[config.mk]
export PLATFORM = sky130hd
export DESIGN_NAME = sram_arbiter
export DESIGN_NICKNAME = d
export VERILOG_FILES = /design/src/rtl/sram_arbiter.sv
export SDC_FILE = /design/constraint.sdc
export NUM_CORES = 1
export LEC_CHECK = 0
export CAP_MARGIN = 20
export CORE_MARGIN = 2
export CORE_UTILIZATION = 37
export CTS_CLUSTER_DIAMETER = 200
export DETAILED_ROUTE_END_ITERATION = 12
export GPL_TIMING_DRIVEN = 0
export PLACE_DENSITY = 0.79
export SLEW_MARGIN = 20
export SYNTH_ARGS = -nofsm -noshare
export SYNTH_HDL_FRONTEND = slang
export SYNTH_SLANG_ARGS = --single-unit
[constraint.sdc]
create_clock -name Clk -period 5.9 [get_ports Clk]
set_input_delay 1.18 -clock Clk [delete_from_list [all_inputs] [get_ports Clk]]
set_output_delay 1.18 -clock Clk [all_outputs]
set_load 0.05 [all_outputs]
[src/rtl/sram_arbiter.sv]
// Round-robin arbiter sharing one external 16-bit SRAM between the CPU memory port
// and a debug/loader port; each access runs IDLE -> SETUP -> ACCESS -> DONE.
module sram_arbiter #(
  parameter int WAIT_CYCLES = 2
) (
  input  logic        Clk,
  input  logic        Reset,
  input  logic        cpu_req,
  input  logic        cpu_we,
  input  logic [15:0] cpu_addr,
  input  logic [15:0] cpu_wdata,
  output logic [15:0] cpu_rdata,
  output logic        cpu_ack,
  input  logic        dbg_req,
  input  logic        dbg_we,
  input  logic [15:0] dbg_addr,
  input  logic [15:0] dbg_wdata,
  output logic [15:0] dbg_rdata,
  output logic        dbg_ack,
  input  logic [15:0] Data_from_SRAM,
  output logic [15:0] Data_to_SRAM,
  output logic [19:0] ADDR,
  output logic        Mem_CE,
  output logic        Mem_OE,
  output logic        Mem_WE,
  output logic        Mem_UB,
  output logic        Mem_LB,
  output logic        grant,
  output logic        busy
);

  localparam int WEFF = (WAIT_CYCLES < 1) ? 1 : WAIT_CYCLES;
  localparam int CW = (WEFF > 1) ? $clog2(WEFF) : 1;
  localparam logic [CW-1:0] CTR_LOAD = CW'(WEFF - 1);

  typedef enum logic [1:0] {
    IDLE   = 2'd0,
    SETUP  = 2'd1,
    ACCESS = 2'd2,
    DONE   = 2'd3
  } state_e;

  state_e          state_q;
  logic [CW-1:0]   ctr_q;
  logic            we_q;
  logic [15:0]     wdata_q;
  logic            last_q;
  logic            grant_q;
  logic            busy_q;
  logic [19:0]     addr_q;
  logic [15:0]     dto_q;
  logic [15:0]     cpu_rdata_q;
  logic [15:0]     dbg_rdata_q;
  logic            cpu_ack_q;
  logic            dbg_ack_q;
  logic            ce_q;
  logic            oe_q;
  logic            wen_q;
  logic            ub_q;
  logic            lb_q;
  logic            sel_dbg;

  // On a tie the requester that was not served last wins.
  assign sel_dbg = (cpu_req && dbg_req) ? ~last_q : dbg_req;

  always_ff @(posedge Clk or posedge Reset) begin
    if (Reset) begin
      state_q     <= IDLE;
      ctr_q       <= {CW{1'b0}};
      we_q        <= 1'b0;
      wdata_q     <= 16'h0000;
      last_q      <= 1'b1;
      grant_q     <= 1'b0;
      busy_q      <= 1'b0;
      addr_q      <= 20'h00000;
      dto_q       <= 16'h0000;
      cpu_rdata_q <= 16'h0000;
      dbg_rdata_q <= 16'h0000;
      cpu_ack_q   <= 1'b0;
      dbg_ack_q   <= 1'b0;
      ce_q        <= 1'b1;
      oe_q        <= 1'b1;
      wen_q       <= 1'b1;
      ub_q        <= 1'b1;
      lb_q        <= 1'b1;
    end else begin
      case (state_q)
        IDLE: begin
          if (cpu_req || dbg_req) begin
            grant_q <= sel_dbg;
            we_q    <= sel_dbg ? dbg_we : cpu_we;
            wdata_q <= sel_dbg ? dbg_wdata : cpu_wdata;
            addr_q  <= {4'b0000, (sel_dbg ? dbg_addr : cpu_addr)};
            ce_q    <= 1'b0;
            ub_q    <= 1'b0;
            lb_q    <= 1'b0;
            oe_q    <= 1'b1;
            wen_q   <= 1'b1;
            busy_q  <= 1'b1;
            state_q <= SETUP;
          end else begin
            state_q <= IDLE;
          end
        end
        SETUP: begin
          ctr_q   <= CTR_LOAD;
          state_q <= ACCESS;
          if (we_q) begin
            wen_q <= 1'b0;
            dto_q <= wdata_q;
          end else begin
            oe_q <= 1'b0;
          end
        end
        ACCESS: begin
          if (ctr_q == {CW{1'b0}}) begin
            oe_q    <= 1'b1;
            wen_q   <= 1'b1;
            state_q <= DONE;
            if (grant_q) begin
              dbg_ack_q <= 1'b1;
              if (!we_q) begin
                dbg_rdata_q <= Data_from_SRAM;
              end
            end else begin
              cpu_ack_q <= 1'b1;
              if (!we_q) begin
                cpu_rdata_q <= Data_from_SRAM;
              end
            end
          end else begin
            ctr_q <= ctr_q - CW'(1);
          end
        end
        DONE: begin
          cpu_ack_q <= 1'b0;
          dbg_ack_q <= 1'b0;
          last_q    <= grant_q;
          ce_q      <= 1'b1;
          ub_q      <= 1'b1;
          lb_q      <= 1'b1;
          busy_q    <= 1'b0;
          state_q   <= IDLE;
        end
        default: begin
          state_q <= IDLE;
        end
      endcase
    end
  end

  assign cpu_rdata    = cpu_rdata_q;
  assign cpu_ack      = cpu_ack_q;
  assign dbg_rdata    = dbg_rdata_q;
  assign dbg_ack      = dbg_ack_q;
  assign Data_to_SRAM = dto_q;
  assign ADDR         = addr_q;
  assign Mem_CE       = ce_q;
  assign Mem_OE       = oe_q;
  assign Mem_WE       = wen_q;
  assign Mem_UB       = ub_q;
  assign Mem_LB       = lb_q;
  assign grant        = grant_q;
  assign busy         = busy_q;

endmodule
## Word-level counts from Yosys, hierarchy flattened

Index checks and enable logic that the tools add are counted.

| storage, ports and cells | value |
|---|---|
| output and inout bits | 77 |
| word-level logic and storage cells | 70 |
| input port bits | 86 |
| register bits | 92 |

| operators by class | value |
|---|---|
| muxes and demuxes | 24 |
| bitwise gates (word level) | 4 |
| $add $sub $neg | 1 |
| equality and inequality tests | 9 |
| reductions and logical operators | 16 |

Operators by type and width:

| kind | count |
|---|---|
| $mux W16 | 2 |
| $reduce_and A4 Y1 | 4 |
| $mux W1 | 13 |
| $ne A2 B2 Y1 const B | 6 |
| $pmux W1 S2 | 5 |
| $pmux W2 S4 | 1 |
| $pmux W1 S3 | 2 |
| $reduce_and A2 Y1 | 3 |
| $reduce_and A3 Y1 | 2 |
| $reduce_bool A2 Y1 | 3 |
| $eq A2 B2 Y1 const B | 2 |
| $not A1 Y1 | 4 |
| $reduce_bool A3 Y1 | 1 |
| $eq A2 B1 Y1 const B | 1 |
| $logic_not A2 Y1 | 1 |
| $mux W2 | 1 |
| $logic_and A1 B1 Y1 | 1 |
| $logic_or A1 B1 Y1 | 1 |
| $sub A1 B1 Y1 const B | 1 |

## Depth between registers and ports, before layout

| depth | value |
|---|---|
| depth in word-level cells | 3 |
| depth in mapped cells | 7 |
| depth with buffers taken out | 5 |

## Worst setup path after synthesis

OpenSTA, ideal clock, no wires.

| timing | value |
|---|---|
| kind | input port to flip-flop |
| start point | input port dbg_req |
| end point | register addr_q[0], in the netlist ADDR[0] |
| setup slack | 3.772 ns |
| stages on the path | 5 |
| library setup time | 0.083 ns |
| path buffers | 2 |
| arrival | 2.045 ns |
| required time | 5.817 ns |
| cell sequence | o21ai_1 > buf_2 > clkbuf_1 > nand2_1 > o21ai_0 |

| between the ends | value |
|---|---|
| cells in the longest elaborated chain, start to end | 3 |
| elaborated cells between the ends (all ways) | 5 |
| those cells by class | mux (2); reduce/logical (3) |

RTL lines:

| what | line | text |
|---|---|---|
| start, declared | 14 | `input logic dbg_req,` |
| $logic_and A1 B1 Y1 | 64 | `assign sel_dbg = (cpu_req && dbg_req) ? ~last_q : dbg_req;` |
| $mux W1 | 64 |  |
| $mux W16 | 93 | `addr_q <= {4'b0000, (sel_dbg ? dbg_addr : cpu_addr)};` |
| end signal, assigned | 93 |  |
| end, declared | 50 | `logic [19:0] addr_q;` |

Parallel ways exist; a longest one is shown, timed or not.
A chain may end at the register's enable or synchronous reset.

==> impl_metrics.ini <==
[cts]
cts.sinks = 92
cts_root_buf = clkbuf_8
cts_tree = built
ctsHoldBuffers = 0
insertion_delay_ps = 350
postCtsSetupRepairBufs = 0
cts_resized = 0
path_clk_slew_ps = 80
cts.path.max_buffers = 2
htreeDepth = 3
numCtsBuffers = 9

[routing]
drtAntennaViolNets = 0
vias = 2951
wl_mm = 9.429
viasPerCell = 4.729
wire_per_inst_microns = 15.11
drt-pass1-iter-count = 4
drt_iter0_drc = 75
drc = 0

[synth]
synth_warnings = 0
async_flop_share = 1.000
ys_seq_elements = 92
synthTopCellsByArea = dfrtp_1 (56%), mux2_2 (14%), mux2i_1 (8.3%), o21ai_0 (5.1%), nand2_1 (3.8%)
synth_top_area_frac = 0.5566
netlist_instances = 311
syn_avg_cell_area_sq_um = 12.72
yosysUniqueCellTypes = 34
synth_flop_cell = dfrtp_1
syn_area_sq_mm = 0.003956
synth_edf_count = 0
synth_top_cell_by_area = dfrtp_1
ys_seq_area_frac = 0.5832

[timing]
max_freq_mhz = 336.8
final-setup-viol-count = 0
hold_ws_ps = 481.7
hold_viol = 0
fin_crit_ps = 2969
slew_violations = 0
relSlewSlack = 0.5676
period_share = 0.5032
rsz0062_at_grt = no
finalSetupTns_ps = 0
fin_skew_ps = 5.464
tightestPinTransition_ps = 647.2

[placement]
gp_congestion = 0.7975
dpl.hpwl_mm = 7.230
io_buffers = 158
dp.cells = 609

[floorplan]
die_w_microns = 107.4
core_sq_mm = 0.01037
die_height_microns = 107.4
initial_core_util = 0.3815
dieArea_sq_mm = 0.01154
fp-row-count = 37
pin_count = 163

[flow_run]
cap_viol_max_count = 0

[global_route]
antenna_found_initial = 0
grt_pass1_wl_mm = 15.11
grt_max_degree = 58
overflow = 0
grt_pass1_vias = 3078
grt_usage = 0.1683

[setup_path]
cp_data_required_time_ps = 4720
crit_fanout = 4
path_class = flop to primary output
critPathLaunchType = flop
cp-end-kind = primary output
arrival_ps = 1790

[layout]
nFillCells = 891
diodes = 0
synthToLayoutAreaGrowth_pct = 50.76
drive_above_1_share = 0.1803
final_util = 0.5752
stdcell_count = 624
fin_nets = 576

[pwr]
p_per_area_mw_per_mm2 = 604.4
total_power_mw = 3.605
power_leakage_nw = 2.666
irDropWorstVdd_mv = 0.2653

[min_path]
holdCritPathClass = flop to flop

[status]
outcome = finished, final reports clean
state kept, by name, indices dropped and copies added (netlist names), 2 cells and up:
register and count:
ADDR 16, Data_to_SRAM 16, cpu_rdata 16, dbg_rdata 16, state_q 2, wdata_q 16
cells by family after synthesis:
group	count (synthesis)	share of synthesized area
other	1	0.0009479
buffers and inverters	28	0.04111
adders and majority gates	6	0.01897
muxes	82	0.2230
and+or+nand+nor	51	0.06167
DFF	92	0.5832
AOI/OAI and AO/OA	51	0.07116
layout by cell type (no fill, tap or decap), types with 2 or more instances in the layout:
master / count
clkdlybuf4s50_1: 158
dfrtp_1: 88
mux2_2: 49
nand2_1: 40
o21ai_0: 40
mux2i_1: 33
clkbuf_8: 10
buf_4: 9
clkbuf_1: 8
ha_1: 6
inv_1: 5
dfstp_2: 4
conb_1: 4
buf_2: 3
nor2b_1: 2
nor2_1: 2
a21oi_1: 2
bufinv_16: 2
through the flow:
| step | cell area (sq um) | setup WS (ps) |
|---|---|---|
| 2_1_floorplan | 3968 | 2335 |
| 3_3_place_gp | 5719 | 1034 |
| 3_5_place_dp | 5749 | 2761 |
| 4_1_cts | 5964 | 2898 |
| 5_1_grt | 5964 | 2886 |
| 6_report | 5964 | 2931 |
report_power, final:
| part | internal [mW] | switching, mW |
|---|---|---|
| combinational | 0.750 | 1.29 |
| clock | 0.248 | 0.206 |
| sequential | 0.940 | 0.172 |
path summary, 6_finish.rpt:
kind	from	end	slack, ps	depth (start not counted)
max in group asynchronous	Reset	wdata_q[13]	4060	3
worst min-delay path	ADDR[6]	ADDR[6]	480	2
worst max register to register	state_q[0]	cpu_rdata[7]	3780	6
worst max-delay path	Mem_LB	Mem_UB	2930	2
min in group asynchronous	Reset	dbg_rdata[10]	1210	2
worst min register to register	ADDR[6]	ADDR[6]	480	2
worst max-delay path: stages, from the launching register on:
cell and delay [ps]:
dfstp_2 560, buf_4 100, clkdlybuf4s50_1 780
per-layer routing:
metal	global-route usage	routed length, microns	vias to the layer above
met5	0	0	-
met4	0.06044	76	0
met3	0.04600	816	8
met2	0.2830	4614	125
met1	0.2082	3921	1414
li1	-	-	1404
cell type report:
type,count,area (sq um),share of cell area
well taps,136,170.2,0.02853
clock buffers,11,141.4,0.02370
multi-input cells,194,1498,0.2511
repair buffers,159,1609,0.2698
plain buffers,22,140.1,0.02349
inverters,6,25.02,0.004196
flip-flops and latches,92,2307,0.3868
clock inverters,4,73.82,0.01238
synthesized netlist by cell type, types with 2 or more instances:
cell / instances
dfrtp_1: 88
nor2_1: 2
o21ai_0: 40
dfstp_2: 4
clkbuf_1: 7
buf_2: 3
nand2_1: 40
mux2i_1: 33
inv_1: 6
ha_1: 6
nor2b_1: 2
a21oi_1: 2
mux2_2: 49
buf_4: 9
Note: power is estimated with default switching activity, not from simulation.
